**src/rtl/reg_bus_sequencer.sv**
```systemverilog
// Round-robin sequencer for register-to-register moves on a shared tri-state bus.
// Break-before-make: the source drives for a full Tick period before the destination loads.
module reg_bus_sequencer #(
    parameter int NrOfRegs = 8,
    parameter int SelBits  = 3
) (
    input  logic                Clock,
    input  logic                Reset,
    input  logic                Tick,
    input  logic [1:0]          req,
    input  logic [SelBits-1:0]  src0,
    input  logic [SelBits-1:0]  dst0,
    input  logic [SelBits-1:0]  src1,
    input  logic [SelBits-1:0]  dst1,
    output logic [NrOfRegs-1:0] cs,
    output logic [NrOfRegs-1:0] ClockEnable,
    output logic [1:0]          ack,
    output logic                err,
    output logic                busy,
    output logic [1:0]          state_dbg
);

    // Handshake: a requester raises req[i] with stable src/dst and holds it until
    // ack[i] pulses for one Clock; it drops req[i] in the cycle after that pulse.

    typedef enum logic [1:0] {IDLE, DRIVE, LOAD, ACK} state_t;

    localparam logic [NrOfRegs-1:0] lsb = {{(NrOfRegs-1){1'b0}}, 1'b1};

    state_t               state;
    logic                 id;
    logic                 rr;
    logic                 bad;
    logic [SelBits-1:0]   src;
    logic [SelBits-1:0]   dst;

    logic                 pick;
    logic [SelBits-1:0]   pick_src;
    logic [SelBits-1:0]   pick_dst;
    logic                 pick_bad;

    // On a tie the requester that was not served last wins.
    always_comb begin
        pick     = (req == 2'b11) ? ~rr : req[1];
        pick_src = pick ? src1 : src0;
        pick_dst = pick ? dst1 : dst0;
        pick_bad = (int'(pick_src) >= NrOfRegs) || (int'(pick_dst) >= NrOfRegs);
    end

    always_ff @(posedge Clock or negedge Reset) begin
        if (!Reset) begin
            state       <= IDLE;
            cs          <= '1;
            ClockEnable <= '0;
            ack         <= 2'b00;
            err         <= 1'b0;
            busy        <= 1'b0;
            rr          <= 1'b1;
            id          <= 1'b0;
            bad         <= 1'b0;
            src         <= '0;
            dst         <= '0;
        end else begin
            case (state)
                IDLE: begin
                    if (Tick && (req != 2'b00)) begin
                        id   <= pick;
                        rr   <= pick;
                        src  <= pick_src;
                        dst  <= pick_dst;
                        bad  <= pick_bad;
                        busy <= 1'b1;
                        if (pick_bad) begin
                            state <= ACK;
                            ack   <= pick ? 2'b10 : 2'b01;
                            err   <= 1'b1;
                        end else begin
                            state <= DRIVE;
                            cs    <= ~(lsb << pick_src);
                        end
                    end
                end
                DRIVE: begin
                    if (Tick) begin
                        state       <= LOAD;
                        ClockEnable <= lsb << dst;
                    end
                end
                // The destination captures on the Tick edge that leaves LOAD.
                LOAD: begin
                    if (Tick) begin
                        state       <= ACK;
                        cs          <= '1;
                        ClockEnable <= '0;
                        ack         <= id ? 2'b10 : 2'b01;
                        err         <= bad;
                    end
                end
                ACK: begin
                    state <= IDLE;
                    ack   <= 2'b00;
                    err   <= 1'b0;
                    bad   <= 1'b0;
                    busy  <= 1'b0;
                end
                default: state <= IDLE;
            endcase
        end
    end

    assign state_dbg = state;

endmodule
```
**config.mk**
```make
export PLATFORM = sky130hd
export DESIGN_NAME = reg_bus_sequencer
export DESIGN_NICKNAME = d
export VERILOG_FILES = /design/src/rtl/reg_bus_sequencer.sv
export SDC_FILE = /design/constraint.sdc
export NUM_CORES = 1
export LEC_CHECK = 0
export CAP_MARGIN = 20
export CORE_ASPECT_RATIO = 1.75
export CORE_MARGIN = 5
export CORE_UTILIZATION = 50
export CTS_CLUSTER_DIAMETER = 50
export DETAILED_ROUTE_END_ITERATION = 7
export PLACE_DENSITY = 0.82
export SLEW_MARGIN = 10
export SYNTH_ARGS = -nofsm -noshare
export SYNTH_HDL_FRONTEND = slang
export SYNTH_SLANG_ARGS = --single-unit
```
**constraint.sdc**
```tcl
create_clock -name Clock -period 4.15 [get_ports Clock]
set_input_delay 1.0375 -clock Clock [delete_from_list [all_inputs] [get_ports Clock]]
set_output_delay 1.0375 -clock Clock [all_outputs]
set_load 0.005 [all_outputs]
```
==> results of run 1 <==
-- worst paths after layout --
check | endpoint
setup / recovery | ClockEnable[6]
hold / removal | ClockEnable[7]
setup reg to reg | ClockEnable[6]
hold reg to reg | ClockEnable[7]
max in group asynchronous | ClockEnable[6]
min in group asynchronous | ack[1]
-- worst max-delay path, cell delays in order, from the launching register on --
cell and delay [ps]:
dfrtp_1 430, inv_1 140, ha_1 750, o21ai_1 540, o41ai_1 500
-- placed cells by master, fill, tap and decap left out, drive strengths merged, types with 2 or more instances in the layout --
cell type	count
and4bb	4
nor2	4
clkbuf	4
o41ai	4
nor4	2
o31ai	3
clkdlybuf4s50	36
inv	6
dfrtp	17
mux2i	11
nor4bb	2
a22o	2
dfstp	9
nand2b	4
o22ai	3
ha	5
a21o	2
nor4b	6
nand2	12
o21ai	8
nand4b	2
mux2	10
-- flip-flops by register name (all words and copies together) (netlist names) --
| signal | flops |
|---|---|
| cs | 8 |
| ack | 2 |
| id | 1 |
| rr | 1 |
| ClockEnable | 8 |
| state_dbg | 2 |
| busy | 1 |
| dst | 3 |
-- Yosys cell counts, types with 3 or more instances --
master | number | share of area (%)
o21ai_1 | 3 | 1.0
mux2_2 | 9 | 6.9
nor4b_1 | 6 | 3.6
o21ai_0 | 5 | 1.7
nand2_1 | 12 | 3.1
and4bb_2 | 4 | 3.4
buf_4 | 3 | 1.5
o22ai_1 | 3 | 1.3
mux2i_1 | 11 | 7.5
inv_1 | 6 | 1.5
dfstp_2 | 9 | 16
o31ai_1 | 3 | 1.5
dfrtp_1 | 17 | 29
nand2b_1 | 4 | 1.7
o41ai_1 | 4 | 2.4
nor2_1 | 4 | 1.0
ha_1 | 5 | 4.3
-- where the power goes --
group,internal (mW),switching [mW]
Sequential,0.393,0.0784
Clock,0.0686,0.0769
Combinational,0.326,0.258
-- cells by family after synthesis --
logic type,share of synthesized area (%)
fa+ha+maj,4.259
compound gates,13.03
buf+inv,4.940
simple gates,17.04
other cells,0.2553
flops,45.06
mux,15.42
-- area by class of cell --
type	count	area, µm²	share of cell area, %
well taps	28	35.03	1.879
multi-input cells	92	734.5	39.40
inverters	6	22.52	1.208
clock buffers	4	45.04	2.416
repair buffers	37	365.4	19.60
flip-flops and latches	26	661.9	35.50
-- layer usage --
layer  vias to the layer above  track usage, %
met3                         6           3.085
met4                         0           5.882
li1                        553               -
met5                         -               0
met2                        39           29.23
met1                       566           21.13
-- per-stage QoR --
step | power, mW | utilization [%] | worst slack (ps)
global route | 1.301 | 65.12 | 1315
CTS | 1.214 | 65.30 | 1664
detailed placement | 1.064 | 63.72 | 1458
floorplan | 0.8149 | - | 2255
global placement | 1.034 | 63.72 | 1497
finish | 1.201 | 65.12 | 1662
==> impl_metrics.env, run 1 <==
export IMPL_outcome="finished clean"
export IMPL_finalSetupTns_ps=0
export IMPL_path_class="register to register"
export IMPL_setup_viol=0
export IMPL_worst_hold_path_type="register to register"
export IMPL_clkSlewWorstSetupHoldPaths_ps=90
export IMPL_drv_slew=0
export IMPL_ys_seq_area_share_pct=45.06
export IMPL_powerDensity_mw_per_mm2=644.1
export IMPL_numClockSinks=26
export IMPL_antenna_left=0
export IMPL_wl_per_cell_um=16.43
export IMPL_htreeDepth=1
export IMPL_grt_overflow=0
export IMPL_grt_max_degree=29
export IMPL_r2r_setup_slack_ps=1660
export IMPL_vdd_drop_max_uv=377.7
export IMPL_postLayoutCellArea_mm2=0.001864
export IMPL_syn_inst=130
export IMPL_min_from="ClockEnable[7]"
export IMPL_antenna_found_initial=0
export IMPL_fmax_ghz=0.4019
export IMPL_crit_path_max_fanout=28
export IMPL_nets=188
export IMPL_io_pins=39
export IMPL_syn_nets=152
export IMPL_syn_avg_cell_area_um2=11.30
export IMPL_critPathArrivalTime_ps=2630
export IMPL_place_detailed_hpwl_mm=2.352
export IMPL_gp_congestion=0.7927
export IMPL_drv_cap=0
export IMPL_rsz0062_at_grt="no"
export IMPL_root_buffer="clkbuf_8"
export IMPL_layout_drive_gt1_share_pct=17.58
export IMPL_leakage_nw=0.7690
export IMPL_hold_worst_slack_ps=477.6
export IMPL_die_x_um=50.97
export IMPL_dp_cells=189
export IMPL_met3_length_um=182
export IMPL_synth_edff_count=0
export IMPL_syn_area_mm2=0.001469
export IMPL_post_cts_buffers=0
export IMPL_start_kind="register"
export IMPL_core_area_mm2=0.002863
export IMPL_dieArea_mm2=0.004164
export IMPL_ys_seq_elements=26
export IMPL_num_rows=26
export IMPL_die_h_um=81.70
export IMPL_ys_flop_type="dfrtp_1"
export IMPL_num_vias=1164
export IMPL_insertion_delay_ps=260
export IMPL_hold_viol=0
export IMPL_grt_pass1_vias=1227
export IMPL_worstMarginPinSlew_ps=966.0
export IMPL_final_cells=193
export IMPL_min_path_cells=2
export IMPL_skew_ps=5.660
export IMPL_cts_repair_resized=0
export IMPL_wl_met1_mm=1.239
export IMPL_fin_crit_sh_pct=59.96
export IMPL_syn_to_final_growth_pct=26.92
export IMPL_yosys_warnings=0
export IMPL_cts_made_buffers=3
export IMPL_wl_mm=3.171
export IMPL_fin_crit_ps=2488
export IMPL_cp_end_kind="register"
export IMPL_synth_distinct_cells=33
export IMPL_hold_buffers=0
export IMPL_regToRegStartpoint="state_dbg[0]"
export IMPL_top_layer="met4"
export IMPL_cts_tree="built"
export IMPL_num_fill_cells=230
export IMPL_wl_met2_mm=1.706
export IMPL_viasPerCell=6.031
export IMPL_required_ps=4290
export IMPL_grt_pass1_wl_mm=5.678
export IMPL_port_buffers=37
export IMPL_dpl_cell_area_mm2=0.001824
export IMPL_initial_utilization_pct=51.31
export IMPL_dr_pass1_iters=4
export IMPL_relSlewSlack_pct=35.17
export IMPL_synth_async_reset_ratio_pct=100.0
export IMPL_ff2ff_path_depth=4
export IMPL_drc_errors=0
export IMPL_cts_buffer_depth=2
export IMPL_grt_util_all_layers_pct=17.06
export IMPL_diodes=0
export IMPL_startpoint="state_dbg[0]"
export IMPL_drt_iter0_drc=20
(Power assumes the default switching activity.)
==> inputs of run 2 (changes only) <==
--- a/config.mk
+++ b/config.mk
@@ -8,10 +8,10 @@
 export CAP_MARGIN = 20
 export CORE_ASPECT_RATIO = 1.75
 export CORE_MARGIN = 5
-export CORE_UTILIZATION = 50
+export CORE_UTILIZATION = 48
 export CTS_CLUSTER_DIAMETER = 50
 export DETAILED_ROUTE_END_ITERATION = 7
-export PLACE_DENSITY = 0.82
+export PLACE_DENSITY = 0.79
 export SLEW_MARGIN = 10
 export SYNTH_ARGS = -nofsm -noshare
 export SYNTH_HDL_FRONTEND = slang
==> constraint.sdc (replaced) <==
create_clock -name Clock -period 2.5 [get_ports Clock]
set_input_delay 0.625 -clock Clock [delete_from_list [all_inputs] [get_ports Clock]]
set_output_delay 0.625 -clock Clock [all_outputs]
set_load 0.005 [all_outputs]
==> run 2 against run 1 <==
Final area rose by 3.3%; sequential cell count did not move; routed wire length fell by 0.25%; largest power group unchanged; worst hold slack improved by 9.0 ps; sequential power rose by 66%; power rose by 75%; first-iteration DRC count fell by 35%; clock-buffer cell count fell by 1.
==> impl_metrics.env, run 2 (same netlist as run 1, synthesis figures left out) <==
export IMPL_r2r_end="ClockEnable[5]"
export IMPL_required_ps=1880
export IMPL_port_buffers=37
export IMPL_largestRegisters="ClockEnable: 8 flops, cs: 8 flops, dst: 3 flops"
export IMPL_drv_slew=0
export IMPL_r2r_setup_slack_ps=570
export IMPL_worstHoldEndpoint="ClockEnable[4]"
export IMPL_hold_viol=0
export IMPL_cpMaxStageDelayCell="dfstp_2"
export IMPL_place_detailed_hpwl_mm=2.414
export IMPL_p_seq_share_pct=37.2
export IMPL_min_path_cells=2
export IMPL_antenna_left=0
export IMPL_num_vias=1147
export IMPL_pwr_share_comb_pct=46.5
export IMPL_grt_pass1_vias=1196
export IMPL_wl_per_cell_um=16.06
export IMPL_grt_pass1_wl_mm=5.375
export IMPL_clkSlewWorstSetupHoldPaths_ps=90
export IMPL_min_from="ClockEnable[4]"
export IMPL_outcome="finished clean"
export IMPL_setup_viol=0
export IMPL_skew_ps=11.00
export IMPL_cts_buffer_depth=2
export IMPL_layout_drive_gt1_share_pct=19.53
export IMPL_power_switching_mw=0.6850
export IMPL_cts_tree="built"
export IMPL_post_route_util_pct=65.77
export IMPL_wl_mm=3.163
export IMPL_vdd_drop_max_uv=715.6
export IMPL_drt_iter0_drc=13
export IMPL_powerDensity_mw_per_mm2=1094
export IMPL_cp_buffers_inverters=1
export IMPL_post_cts_buffers=0
export IMPL_insertion_delay_ps=270
export IMPL_power_total_mw=2.107
export IMPL_relSlewSlack_pct=33.71
export IMPL_netSwitchingFraction_pct=32.51
export IMPL_die_h_um=83.18
export IMPL_final_common_cell="clkdlybuf4s50_1"
export IMPL_fin_crit_sh_pct=77.65
export IMPL_viasPerCell=5.822
export IMPL_fin_crit_ps=1941
export IMPL_cts_repair_resized=0
export IMPL_grt_max_degree=27
export IMPL_crit_family="flip-flops"
export IMPL_cp_cell_sequence="clkdlybuf4s50_1"
export IMPL_crit_cells=1
export IMPL_numClockSinks=26
export IMPL_ff2ff_path_depth=4
export IMPL_grt_util_all_layers_pct=15.95
export IMPL_drc_errors=0
export IMPL_antenna_found_initial=0
export IMPL_core_area_mm2=0.002928
export IMPL_leakage_nw=0.8009
export IMPL_crit_path_max_fanout=2
export IMPL_cp_slowest_stage_delay_ps=550
export IMPL_syn_to_final_growth_pct=31.09
export IMPL_gp_congestion=0.8187
export IMPL_num_fill_cells=224
export IMPL_grt_overflow=0
export IMPL_dr_pass1_iters=4
export IMPL_rsz0062_at_grt="no"
export IMPL_start_kind="register"
export IMPL_dieArea_mm2=0.004310
export IMPL_regToRegStartpoint="state_dbg[0]"
export IMPL_fmax_ghz=0.5151
export IMPL_worstMarginPinSlew_ps=987.8
export IMPL_pwr_share_clk_pct=16.3
export IMPL_p_int_mw=1.422
export IMPL_critPathArrivalTime_ps=1320
export IMPL_diodes=0
export IMPL_finalSetupTns_ps=0
export IMPL_root_buffer="clkbuf_8"
export IMPL_post_place_ws_ps=273.1
export IMPL_io_pins=39
export IMPL_htreeDepth=1
export IMPL_cp_end_kind="primary output"
export IMPL_hold_buffers=0
export IMPL_worst_slack_ps=558.7
export IMPL_die_x_um=51.82
export IMPL_nets=192
export IMPL_layout_common_cells="clkdlybuf4s50_1, dfrtp_1, nand2_1, mux2i_1"
export IMPL_path_class="register to primary output"
export IMPL_drv_cap=0
export IMPL_num_rows=26
export IMPL_cts_made_buffers=3
export IMPL_initial_utilization_pct=50.17
export IMPL_worst_hold_path_type="register to register"
==> run 2: area by class of cell <==
type                       instances  area, µm²  area share, %
clock buffer                       3      41.29          2.144
multi-input combinational         92      734.5          38.14
sequential                        26      661.9          34.37
inverter                           6      22.52          1.170
tap                               28      35.03          1.819
clock inverter                     1      30.03          1.559
timing repair buffer              41      400.4          20.79
==> run 2: worst max path at each step <==
stage | start | end | slack (ps)
after floorplan | state_dbg[0] | cs[7] | 840
after global placement | Tick | cs[4] | 330
after detailed placement | Tick | cs[2] | 270
after CTS | cs[3] | cs[3] | 550
after global routing | state_dbg[0] | ClockEnable[1] | 330
final | cs[7] | cs[7] | 560
==> run 2: through the flow <==
| stage | cells | hold WS (ps) | cell area (µm²) |
|---|---|---|---|
| 6_report | 197 | 486.6 | 1926 |
| 3_3_place_gp | 193 | 454.6 | 1854 |
| 5_1_grt | 197 | 534.7 | 1926 |
| 3_5_place_dp | 193 | 462.2 | 1854 |
| 4_1_cts | 197 | 489.6 | 1926 |
| 2_1_floorplan | 130 | 329.4 | 1469 |
==> run 2: metal layers <==
metal / track usage, % / up-vias / part of all wire (%)
li1: - / 557 / -
met3: 3.405 / 6 / 3.8
met2: 28.31 / 30 / 55
met5: 0 / - / 0
met1: 17.32 / 554 / 39
met4: 7.160 / 0 / 2.1
==> run 2: power by group through the flow <==
stage	clock (mW)	sequential (mW)	combinational, mW
2_1_floorplan	0	0.783	0.570
3_3_place_gp	0	0.781	0.954
3_5_place_dp	0	0.794	0.985
4_1_cts	0.352	0.788	0.988
5_1_grt	0.369	0.817	1.09
6_report	0.344	0.784	0.979
